[src/rtl/mem_arbiter_if.sv]
// Bundle of fetch, load/store and memory-side signals around the arbiter.
// The slave modport is the arbiter's view; master is the surrounding pipeline and memory.
interface mem_arbiter_if;
  logic        if_req;
  logic [31:0] if_addr;
  logic [31:0] if_rdata;
  logic        if_ack;
  logic        d_req;
  logic        d_we;
  logic [3:0]  d_sel;
  logic [31:0] d_addr;
  logic [31:0] d_wdata;
  logic [31:0] d_rdata;
  logic        d_ack;
  logic        mem_ce;
  logic        mem_we;
  logic [3:0]  mem_sel;
  logic [31:0] mem_addr;
  logic [31:0] mem_wdata;
  logic [31:0] mem_rdata;
  logic        if_stallreq;
  logic        d_stallreq;

  modport slave (
    input  if_req, if_addr, d_req, d_we, d_sel, d_addr, d_wdata, mem_rdata,
    output if_rdata, if_ack, d_rdata, d_ack,
    output mem_ce, mem_we, mem_sel, mem_addr, mem_wdata,
    output if_stallreq, d_stallreq
  );

  modport master (
    output if_req, if_addr, d_req, d_we, d_sel, d_addr, d_wdata, mem_rdata,
    input  if_rdata, if_ack, d_rdata, d_ack,
    input  mem_ce, mem_we, mem_sel, mem_addr, mem_wdata,
    input  if_stallreq, d_stallreq
  );
endinterface

[src/rtl/mem_arbiter.sv]
// Shares one synchronous-read memory between fetch and load/store. Data wins by
// default, but a waiting fetch is forced through after MAX_DATA_RUN data grants.
module mem_arbiter #(
  parameter int unsigned MAX_DATA_RUN = 4
) (
  input logic          clk,
  input logic          rst,
  mem_arbiter_if.slave bus
);
  localparam logic [3:0] RUN_LIMIT = 4'(MAX_DATA_RUN);

  typedef enum logic [2:0] {
    IDLE,
    ISSUE_I,
    ISSUE_D,
    RESP_I,
    RESP_D
  } state_t;

  state_t      state_q, state_d;
  logic [3:0]  run_q, run_d;
  logic        mem_ce_q, mem_ce_d;
  logic        mem_we_q, mem_we_d;
  logic        store_q, store_d;
  logic [3:0]  mem_sel_q, mem_sel_d;
  logic [31:0] mem_addr_q, mem_addr_d;
  logic [31:0] mem_wdata_q, mem_wdata_d;
  logic        data_wins;

  assign data_wins = bus.d_req && !(bus.if_req && (run_q == RUN_LIMIT));

  always_comb begin
    state_d     = state_q;
    run_d       = run_q;
    mem_ce_d    = 1'b0;
    mem_we_d    = 1'b0;
    store_d     = store_q;
    mem_sel_d   = mem_sel_q;
    mem_addr_d  = mem_addr_q;
    mem_wdata_d = mem_wdata_q;
    case (state_q)
      IDLE: begin
        if (data_wins) begin
          state_d     = ISSUE_D;
          mem_ce_d    = 1'b1;
          mem_we_d    = bus.d_we;
          store_d     = bus.d_we;
          mem_sel_d   = bus.d_we ? bus.d_sel : 4'hF;
          mem_addr_d  = bus.d_addr;
          mem_wdata_d = bus.d_we ? bus.d_wdata : 32'h0;
          // Only data grants that overtake a waiting fetch count toward the run.
          if (bus.if_req) begin
            run_d = (run_q < RUN_LIMIT) ? run_q + 4'd1 : run_q;
          end else begin
            run_d = 4'd0;
          end
        end else if (bus.if_req) begin
          state_d     = ISSUE_I;
          mem_ce_d    = 1'b1;
          store_d     = 1'b0;
          mem_sel_d   = 4'hF;
          mem_addr_d  = bus.if_addr;
          mem_wdata_d = 32'h0;
          run_d       = 4'd0;
        end
      end
      ISSUE_I: state_d = RESP_I;
      ISSUE_D: state_d = RESP_D;
      // Requester's req is still high during its ack cycle, so never arbitrate here.
      RESP_I:  state_d = IDLE;
      RESP_D:  state_d = IDLE;
      default: state_d = IDLE;
    endcase
  end

  always_ff @(posedge clk) begin
    if (rst) begin
      state_q     <= IDLE;
      run_q       <= 4'd0;
      mem_ce_q    <= 1'b0;
      mem_we_q    <= 1'b0;
      store_q     <= 1'b0;
      mem_sel_q   <= 4'h0;
      mem_addr_q  <= 32'h0;
      mem_wdata_q <= 32'h0;
    end else begin
      state_q     <= state_d;
      run_q       <= run_d;
      mem_ce_q    <= mem_ce_d;
      mem_we_q    <= mem_we_d;
      store_q     <= store_d;
      mem_sel_q   <= mem_sel_d;
      mem_addr_q  <= mem_addr_d;
      mem_wdata_q <= mem_wdata_d;
    end
  end

  assign bus.mem_ce      = mem_ce_q;
  assign bus.mem_we      = mem_we_q;
  assign bus.mem_sel     = mem_sel_q;
  assign bus.mem_addr    = mem_addr_q;
  assign bus.mem_wdata   = mem_wdata_q;
  assign bus.if_ack      = (state_q == RESP_I);
  assign bus.d_ack       = (state_q == RESP_D);
  assign bus.if_rdata    = bus.if_ack ? bus.mem_rdata : 32'h0;
  assign bus.d_rdata     = (bus.d_ack && !store_q) ? bus.mem_rdata : 32'h0;
  assign bus.if_stallreq = bus.if_req & ~bus.if_ack;
  assign bus.d_stallreq  = bus.d_req & ~bus.d_ack;
endmodule
[src/flat_wrapper.sv]
// flat-port wrapper written by rule: the top's interface ports become plain ports
module mem_arbiter_flat 
#(
  parameter int unsigned MAX_DATA_RUN = 4
)
  (clk, rst, bus_if_req, bus_if_addr, bus_d_req, bus_d_we, bus_d_sel, bus_d_addr, bus_d_wdata, bus_mem_rdata, bus_if_rdata, bus_if_ack, bus_d_rdata, bus_d_ack, bus_mem_ce, bus_mem_we, bus_mem_sel, bus_mem_addr, bus_mem_wdata, bus_if_stallreq, bus_d_stallreq);
  mem_arbiter_if bus_i ();
  input logic clk;
  input logic rst;
  input wire logic [$bits(bus_i.if_req)-1:0] bus_if_req;
  input wire logic [$bits(bus_i.if_addr)-1:0] bus_if_addr;
  input wire logic [$bits(bus_i.d_req)-1:0] bus_d_req;
  input wire logic [$bits(bus_i.d_we)-1:0] bus_d_we;
  input wire logic [$bits(bus_i.d_sel)-1:0] bus_d_sel;
  input wire logic [$bits(bus_i.d_addr)-1:0] bus_d_addr;
  input wire logic [$bits(bus_i.d_wdata)-1:0] bus_d_wdata;
  input wire logic [$bits(bus_i.mem_rdata)-1:0] bus_mem_rdata;
  output wire logic [$bits(bus_i.if_rdata)-1:0] bus_if_rdata;
  output wire logic [$bits(bus_i.if_ack)-1:0] bus_if_ack;
  output wire logic [$bits(bus_i.d_rdata)-1:0] bus_d_rdata;
  output wire logic [$bits(bus_i.d_ack)-1:0] bus_d_ack;
  output wire logic [$bits(bus_i.mem_ce)-1:0] bus_mem_ce;
  output wire logic [$bits(bus_i.mem_we)-1:0] bus_mem_we;
  output wire logic [$bits(bus_i.mem_sel)-1:0] bus_mem_sel;
  output wire logic [$bits(bus_i.mem_addr)-1:0] bus_mem_addr;
  output wire logic [$bits(bus_i.mem_wdata)-1:0] bus_mem_wdata;
  output wire logic [$bits(bus_i.if_stallreq)-1:0] bus_if_stallreq;
  output wire logic [$bits(bus_i.d_stallreq)-1:0] bus_d_stallreq;
  assign bus_i.if_req = bus_if_req;
  assign bus_i.if_addr = bus_if_addr;
  assign bus_i.d_req = bus_d_req;
  assign bus_i.d_we = bus_d_we;
  assign bus_i.d_sel = bus_d_sel;
  assign bus_i.d_addr = bus_d_addr;
  assign bus_i.d_wdata = bus_d_wdata;
  assign bus_i.mem_rdata = bus_mem_rdata;
  assign bus_if_rdata = bus_i.if_rdata;
  assign bus_if_ack = bus_i.if_ack;
  assign bus_d_rdata = bus_i.d_rdata;
  assign bus_d_ack = bus_i.d_ack;
  assign bus_mem_ce = bus_i.mem_ce;
  assign bus_mem_we = bus_i.mem_we;
  assign bus_mem_sel = bus_i.mem_sel;
  assign bus_mem_addr = bus_i.mem_addr;
  assign bus_mem_wdata = bus_i.mem_wdata;
  assign bus_if_stallreq = bus_i.if_stallreq;
  assign bus_d_stallreq = bus_i.d_stallreq;
  mem_arbiter #(.MAX_DATA_RUN(MAX_DATA_RUN)) u_core (.clk(clk), .rst(rst), .bus(bus_i));
endmodule
[config.mk]
export PLATFORM = sky130hd
export DESIGN_NAME = mem_arbiter_flat
export DESIGN_NICKNAME = d
export VERILOG_FILES = /design/src/rtl/mem_arbiter_if.sv /design/src/rtl/mem_arbiter.sv /design/src/flat_wrapper.sv
export SDC_FILE = /design/constraint.sdc
export NUM_CORES = 1
export LEC_CHECK = 0
export ABC_AREA = 1
export BUFFER_PORTS_ARGS = -buffer_cell sky130_fd_sc_hd__buf_4
export CAP_MARGIN = 20
export CORE_MARGIN = 8
export CORE_UTILIZATION = 42
export DETAILED_ROUTE_END_ITERATION = 6
export MAX_ROUTING_LAYER = met4
export PLACE_DENSITY = 0.79
export SLEW_MARGIN = 20
export SYNTH_ARGS = -nofsm -noshare
export SYNTH_HDL_FRONTEND = slang
export SYNTH_SLANG_ARGS = --single-unit
[constraint.sdc]
create_clock -name clk -period 2.2 [get_ports clk]
set_clock_uncertainty 0.15 [all_clocks]
set_input_delay 0.44 -clock clk [delete_from_list [all_inputs] [get_ports clk]]
set_output_delay 0.44 -clock clk [all_outputs]
set_load 0.05 [all_outputs]
# Yosys cells after proc, flatten, opt, wreduce, memory -nomap -nowiden
# Cells that the tools add are included.
# totals
regBits	78
word_cells	55
out_inout_bits	138
# classes
eq_ne	7
order_cmp	1
n_mux	21
reduce_logical	11
n_addsub	1
n_bitwise	6
# op_table
op	n
$mux 32	7
$mux 4	7
$pmux 3 s3	1
$eq 3x2->1 const B	2
$mux 3	2
$add 4x1->4 const B	1
$eq 4x3->1 const B	1
$lt 4x3->1 const B	1
$mux 1	4
$not 1->1	4
$eq 3x1->1 const B	1
$eq 3x3->1 const B	1
$logic_and 1x1->1	3
$logic_not 3->1	1
$ne 3x2->1 const B	1
$ne 3x3->1 const B	1
$reduce_and 3->1	1
$reduce_or 3->1	1
$and 1x1->1	2
$logic_not 1->1	2
$reduce_and 2->1	1
$reduce_bool 2->1	1
$reduce_or 2->1	1

# Depth between registers and ports, before layout
# Gate-level depths: netlist of the first run.
# depth
word_depth	6
mapped_depth	12
ltp_nobuf	11

# Least setup slack after synthesis of the first run
# OpenSTA, ideal clock, no wires.
# synth_path
path_kind	reg-to-output
startpoint	register u_core.state_q[0]
endpoint	output port bus_if_rdata[0]
stages_incl_launch_ff	6
required_ns	1.610
arrival_time_ns	2.750
path_slack_ns	-1.140
path_buffers	1
path_cell_list	dfxtp_1 inv_2 nor3_1 inv_1 clkbuf_1 nor2_1
# synth_between
elab_chain_cells	2
# synth_rtl
item	line_no	rtl
start: declaration	mem_arbiter.sv:20	state_t state_q, state_d;
start signal: assignment	mem_arbiter.sv:87	state_q <= state_d;
$eq 3x2->1	mem_arbiter.sv:103	assign bus.if_ack = (state_q == RESP_I);
via bus_if_ack	flat_wrapper.sv:19	output wire logic [$bits(bus_i.if_ack)-1:0] bus_if_ack;
$mux 32	mem_arbiter.sv:105	assign bus.if_rdata = bus.if_ack ? bus.mem_rdata : 32'h0;
end: declaration	flat_wrapper.sv:18	output wire logic [$bits(bus_i.if_rdata)-1:0] bus_if_rdata;
# The timed path passes the listed nets, and every way through them passes these cells.

# Worst setup path after layout of the first run
# layout_path
startpoint	register u_core.state_q[1]
endpoint	output port bus_if_rdata[0]
# layout_between
elab_chain_cells	2
# layout_rtl
item	line_no
$eq 3x2->1	mem_arbiter.sv:103
$mux 32	mem_arbiter.sv:105
# No other way between the ends.

==> flow_summary.toml, run 1 <==
[run_status]
status = "finished, final reports clean"

[clock_tree]
htree_levels = 3
cts_sinks = 78
cts_buffer_depth = 2
path_clk_slew_ns = 0.08
clock-root-buffer = "clkbuf_8"
clk_latency_ns = 0.35
cts_tree = "yes"
cts_buffers = 9

[global_routing]
antenna_found_initial = 0
overflow = 0
grt_util_all_layers_pct = 24.0
grt_max_degree = 58
grt_first_pass_wirelength_mm = 24.2
grt_pass1_vias = 4845

[drt]
vias = 4941
routedWlPerCell_um = 15.9
routed_wl_mm = 16.6
drt_iter0_markers = 267
drcViolationCount = 0
via_per_inst = 4.74
postRouteAntennaNets = 0
dr.pass1.iters = 4

[final_layout]
num_antenna_cells = 0
syn_to_final_growth_pct = 80.8
nets = 1047
n_fill_cell = 651
drive_gt1_share_pct = 42.4
final_common_cell = "buf_4"
final_cell_mix = "buf_4, nand2_1, dfxtp_1"

[synth]
synth_top_family_by_area = "simple AND/OR/NAND/NOR gates"
synth_xor_area_share_pct = 0
avgSynthCellArea_um2 = 6.22
synth_top_area_share_pct = 38.9
yosys.area.top_type = "dfxtp_1"
synth_seq_area_share_pct = 38.9
netlist_area_um2 = 4020
synthAdderAreaFrac_pct = 0.623
synth_edf_count = 0
synth-compound-area-share_pct = 11.0
yosys.area_share.simple_pct = 36.4
synth-seq-cells = 78
netlist_top_cells_area = "dfxtp_1, nand2_1, nor2_1, inv_1, o21a_1"
synth_nets = 785
synth_cells = 646
synth-main-ff-cell = "dfxtp_1"
synth_mux_area_share_pct = 0
yosysWarnings = 0
ys_types = 20
synth-async-reset-ratio_pct = 0

[setup_path]
cpPeakStageDelay_ns = 0.39
crit_chain = "inv_4, nor3_4, inv_4, clkbuf_16, nor2_4, buf_8"
crit_top_cell = "inv_4"
cp_max_fo = 8
criticalPathCategory = "flop to output port"
crit_arrival_ns = 1.61
endpoint_kind = "output port"
start_kind = "flop"
cpMaxStageDelayCell = "dfxtp_4"
required_ns = 1.61

[hold_path]
hold_class = "primary input to flop"

[power]
power_frac_comb_pct = 39.0
internal-power_uw = 2730
leakage_uw = 0.00362
p_total_uw = 4490
clkPwrFrac_pct = 24.9
p_per_area_nw_per_um2 = 618
irDropWorstVdd_v = 0.000473
switchingPower_uw = 1760
power_frac_seq_pct = 36.1
switching_share_pct = 39.3

[die]
die_width_um = 114
rows = 35
die_h_um = 114
io_pins = 275
core_um2 = 9240
die-area_um2 = 12900
start_util_pct = 43.5

[timing]
worst_pin_slew_ns = 0.574
fmax_ghz = 0.455
finalHoldViolations = 0
setup_slack_ns = 0.00456
setup_viol = 0
fin_setup_tns_ns = 0
fin_crit_ns = 2.20
final-max-slew-violation-count = 0
grt_setup_unrepaired = "yes"
post-route-period-util_pct = 99.8
slew-limit-headroom_pct = 61.7

[place]
port_buffers = 274
gp_congestion = 0.866
hpwl_mm = 12.2
preCtsSetupSlack_ns = 0.282

[flow_run]
drv_cap = 0
[registers in the layout (all words and copies together) (netlist names)]
name and flops:
u_core.bus.mem_sel 4, u_core.bus.mem_ce 1, u_core.bus.mem_wdata 32, u_core.bus.mem_addr 32
u_core.run_q 4, u_core.store_q 1, u_core.bus.mem_we 1, u_core.state_q 3
[what timing repair did]
item	4_1_cts	5_1_grt
hold buffers	0	0
pin swaps	2	3
resized for setup	36	46
endpoints found under the setup margin	64	64
buffers inserted	2	3
cloned	1	2
[layout make-up]
cell class / count / area [um^2] / share of cell area (%)
Inverter: 81 / 309 / 4.26
Timing Repair Buffer: 293 / 2580 / 35.5
Clock buffer: 11 / 141 / 1.95
Tap cell: 129 / 161 / 2.22
Multi-Input combinational cell: 445 / 2430 / 33.5
Sequential cell: 78 / 1570 / 21.7
Clock inverter: 5 / 63.8 / 0.879
[power groups by stage]
stage               clock network [uW]  logic (uW)  registers, uW
floorplan                            0         742           2060
global placement                     0        1670           1640
detailed placement                   0        1700           1650
CTS                               1150        1720           1620
global route                      1210        1870           1640
finish                            1120        1750           1620
[Yosys cell counts (4+ instances only)]
master    count
nand3_1      39
inv_2         4
a21oi_1      35
clkbuf_1     14
nor3_1        5
nor2_1      117
inv_1        77
buf_2        19
dfxtp_1      78
nand2_1     206
o21a_1       32
o21ai_0       4
buf_4         6
[worst max-delay path, delay by kind of cell (launching register included)]
| kind | cells | cell delay (ns) |
|---|---|---|
| simple gates | 2 | 0.35 |
| buf+inv | 4 | 0.52 |
| flops | 1 | 0.39 |
[stage by stage]
| stage | cell area (um^2) | std cells | utilization [%] | hold WS (ns) |
|---|---|---|---|---|
| 5_1_grt | 7260 | 1042 | 78.6 | 0.130 |
| 6_report | 7260 | 1042 | 78.6 | 0.146 |
| 4_1_cts | 7020 | 1037 | 75.9 | 0.129 |
| 2_1_floorplan | 4610 | 646 | - | 0.290 |
| 3_3_place_gp | 6630 | 1018 | 71.8 | 0.297 |
| 3_5_place_dp | 6630 | 1018 | 71.8 | 0.304 |
[cells by family after synthesis]
logic type | count (synthesis)
buffers and inverters | 123
adders and majority gates | 2
and+or+nand+nor | 371
DFF | 78
AOI/OAI and AO/OA | 72
[metal layers]
metal / global-route usage (%) / up-vias / routed length [um]
met2: 43.0 / 219 / 8750
met5: - / - / 0
met1: 24.2 / 2198 / 6050
met3: 6.44 / 35 / 1250
li1: - / 2489 / -
met4: 10.4 / 0 / 567
[worst paths after layout]
check | from | depth (start not counted) | end | slack, ns
max | u_core.state_q[1] | 6 | bus_if_rdata[0] | 0.005
min | bus_d_sel[2] | 3 | u_core.bus.mem_sel[2] | 0.15
max reg2reg | u_core.run_q[0] | 12 | u_core.bus.mem_addr[30] | 0.28
min reg2reg | u_core.state_q[2] | 1 | u_core.state_q[2] | 0.31
No activity file was read; power rests on OpenSTA's default activity.
==> run 2: changes to the inputs <==
Settings changed: ABC_AREA 1 to default, CORE_UTILIZATION 42 to 40, PLACE_DENSITY 0.79 to 0.78.
==> flow_summary.toml, run 2 <==
[setup_path]
required_ns = 1.61
reg2reg_to = "u_core.bus.mem_addr[31]"
cp_max_fo = 16
crit_arrival_ns = 1.63
endpoint_kind = "output port"
timing.rr.start = "u_core.state_q[2]"
ff2ff_setup_slack_ns = 0.25
start_kind = "flop"
reg2regPathDepth = 6
critPathLaunch = "u_core.state_q[1]"
criticalPathCategory = "flop to output port"

[final_layout]
num_antenna_cells = 0
multiInputGateArea_um2 = 1890
finish.utilization_pct = 69.5
nets = 858
final_cell_mix = "buf_4, dfxtp_1, nand2_1"
syn_to_final_growth_pct = 71.8
drive_gt1_share_pct = 48.2
n_fill_cell = 720
stdcell_area_um2 = 6270
final_cells = 835
final_common_cell = "buf_4"
regArea_um2 = 1570

[die]
core_um2 = 9020
io_pins = 275
die_width_um = 111
die-area_um2 = 12400
die_h_um = 111
start_util_pct = 40.4
rows = 35

[clock_tree]
cts_buffers = 9
cts_sinks = 78
cts_tree = "yes"
postCtsHoldBufs = 0
clock-root-buffer = "clkbuf_8"
cts_buffer_depth = 2
clk_latency_ns = 0.33
htree_levels = 3
path_clk_slew_ns = 0.08

[timing]
finalHoldViolations = 0
fin_hold_ws_ns = 0.185
setup_viol = 17
grt_setup_unrepaired = "yes"
fin_crit_ns = 2.22
worst_pin_slew_ns = 0.503
fin_setup_tns_ns = -0.213
fmax_ghz = 0.450
final-max-slew-violation-count = 0
slew-limit-headroom_pct = 66.4
post-route-period-util_pct = 101
setup_slack_ns = -0.0240

[synth]
synth_common_cells = "dfxtp_1, nand2_1, and2_1, a21oi_1, nor2_1"
synth-seq-cells = 78
synth-async-reset-ratio_pct = 0
synth_top_area_share_pct = 42.8
netlist_top_cells_area = "dfxtp_1, and2_1, a21oi_1, nand2_1, a211oi_1"
avgSynthCellArea_um2 = 7.91
synth.most_common_cell = "dfxtp_1"
synth_seq_area_share_pct = 42.8
synth_cells = 461
synth_edf_count = 0
synth_nets = 600
yosysWarnings = 0
ys_types = 36
synth-main-ff-cell = "dfxtp_1"
netlist_area_um2 = 3650
yosys.area.top_type = "dfxtp_1"

[global_routing]
grt_util_all_layers_pct = 22.3
gr-usage-met2_pct = 39.3
grt_first_pass_wirelength_mm = 22.1
use_met3_pct = 5.54
grt_max_degree = 49
grt_pass1_vias = 4244
antenna_found_initial = 0
busiest_layer = "met2"
use_met1_pct = 22.7
overflow = 0

[power]
p_per_area_nw_per_um2 = 696
irDropWorstVdd_v = 0.000416
leakage_uw = 0.00295

[hold_path]
hold_start = "bus_d_sel[3]"
hold_class = "primary input to flop"
hold_depth = 3
hold_end = "u_core.bus.mem_sel[3]"

[place]
gp_congestion = 0.877
hpwl_mm = 11.2
postPlaceCellArea_um2 = 5770
dp.cells = 815
port_buffers = 274

[run_status]
failed_checks = "negative setup slack"
status = "finished, violations left"

[drt]
via_per_inst = 5.02
drt_iter0_markers = 240
vias = 4194
routed_wl_mm = 14.8
routedWlPerCell_um = 17.7
postRouteAntennaNets = 0
dr.pass1.iters = 4
drcViolationCount = 0

[flow_run]
drv_cap = 0
==> run 2: cell count changes in the layout (fill, tap and decap cells not counted), sizes merged, moves of 32 or more <==
cell	previous run	this run
o21a	32	0
nand2	206	67
nor2	118	41
and2	0	66
a211oi	0	33
inv	84	3
a21oi	35	67
==> run 2: final cells by class <==
type                    instances  area share (%)
multi-input cells             337            30.2
clock inverters                 5            1.70
inverters                       3           0.180
repair buffers                290            38.4
clock buffers                  11            2.26
flip-flops and latches         78            25.0
well taps                     111            2.22
==> run 2: per-stage QoR <==
step           total power, uW  worst slack [ns]
4_1_cts                   4380           -0.0327
3_5_place_dp              3050             0.282
6_report                  4360           -0.0240
3_3_place_gp              3030             0.331
5_1_grt                   4540           -0.0852
2_1_floorplan             2550           -0.0684
==> run 2: metal layers <==
| metal | vias up | routed length, um |
|---|---|---|
| met1 | 1918 | 5630 |
| li1 | 2067 | - |
| met2 | 180 | 7810 |
| met5 | - | 0 |
| met4 | 0 | 478 |
| met3 | 29 | 836 |
==> run 2: report_power, final <==
part | switching, uW | total [uW] | leakage (uW) | internal, uW
clock | 523 | 1310 | 0.000120 | 788
sequential | 64.6 | 1590 | 0.000642 | 1530
combinational | 930 | 1460 | 0.00219 | 526
total | 1520 | 4360 | 0.00295 | 2840
==> run 2: worst max path at each step <==
stage,endpoint,slack [ns],cells past startpoint
finish,bus_d_rdata[7],-0.02,5
global route,bus_d_rdata[7],-0.09,5
CTS,bus_d_rdata[25],-0.03,5
detailed placement,bus_if_rdata[30],0.28,5
global placement,bus_if_rdata[30],0.33,5
floorplan,bus_d_rdata[11],-0.07,4
==> run 2: cell families (layout without fill, tap and decap cells) <==
kind of cell	count (synthesis)	after routing	synth area share (%)
AND/OR/NAND/NOR	225	225	30.8
AO/OA/AOI/OAI	110	110	18.5
flip-flops	78	78	42.8
buffers and inverters	46	309	7.20
adder cells (fa/ha/maj)	2	2	0.686
==> run 2: repair_timing <==
item | in CTS | in global routing
gates resized for setup | 51 | 6
pin swaps | 9 | 0
endpoints found under the setup margin | 64 | 56
cloned | 0 | 2
buffers inserted | 0 | 2
==> run 2: worst max-delay path, cell delays in order (launching register included) <==
cell and delay (ns):
dfxtp_2 0.37, nor3b_4 0.22, and2b_2 0.23, clkbuf_16 0.18
and2_2 0.15, buf_6 0.15
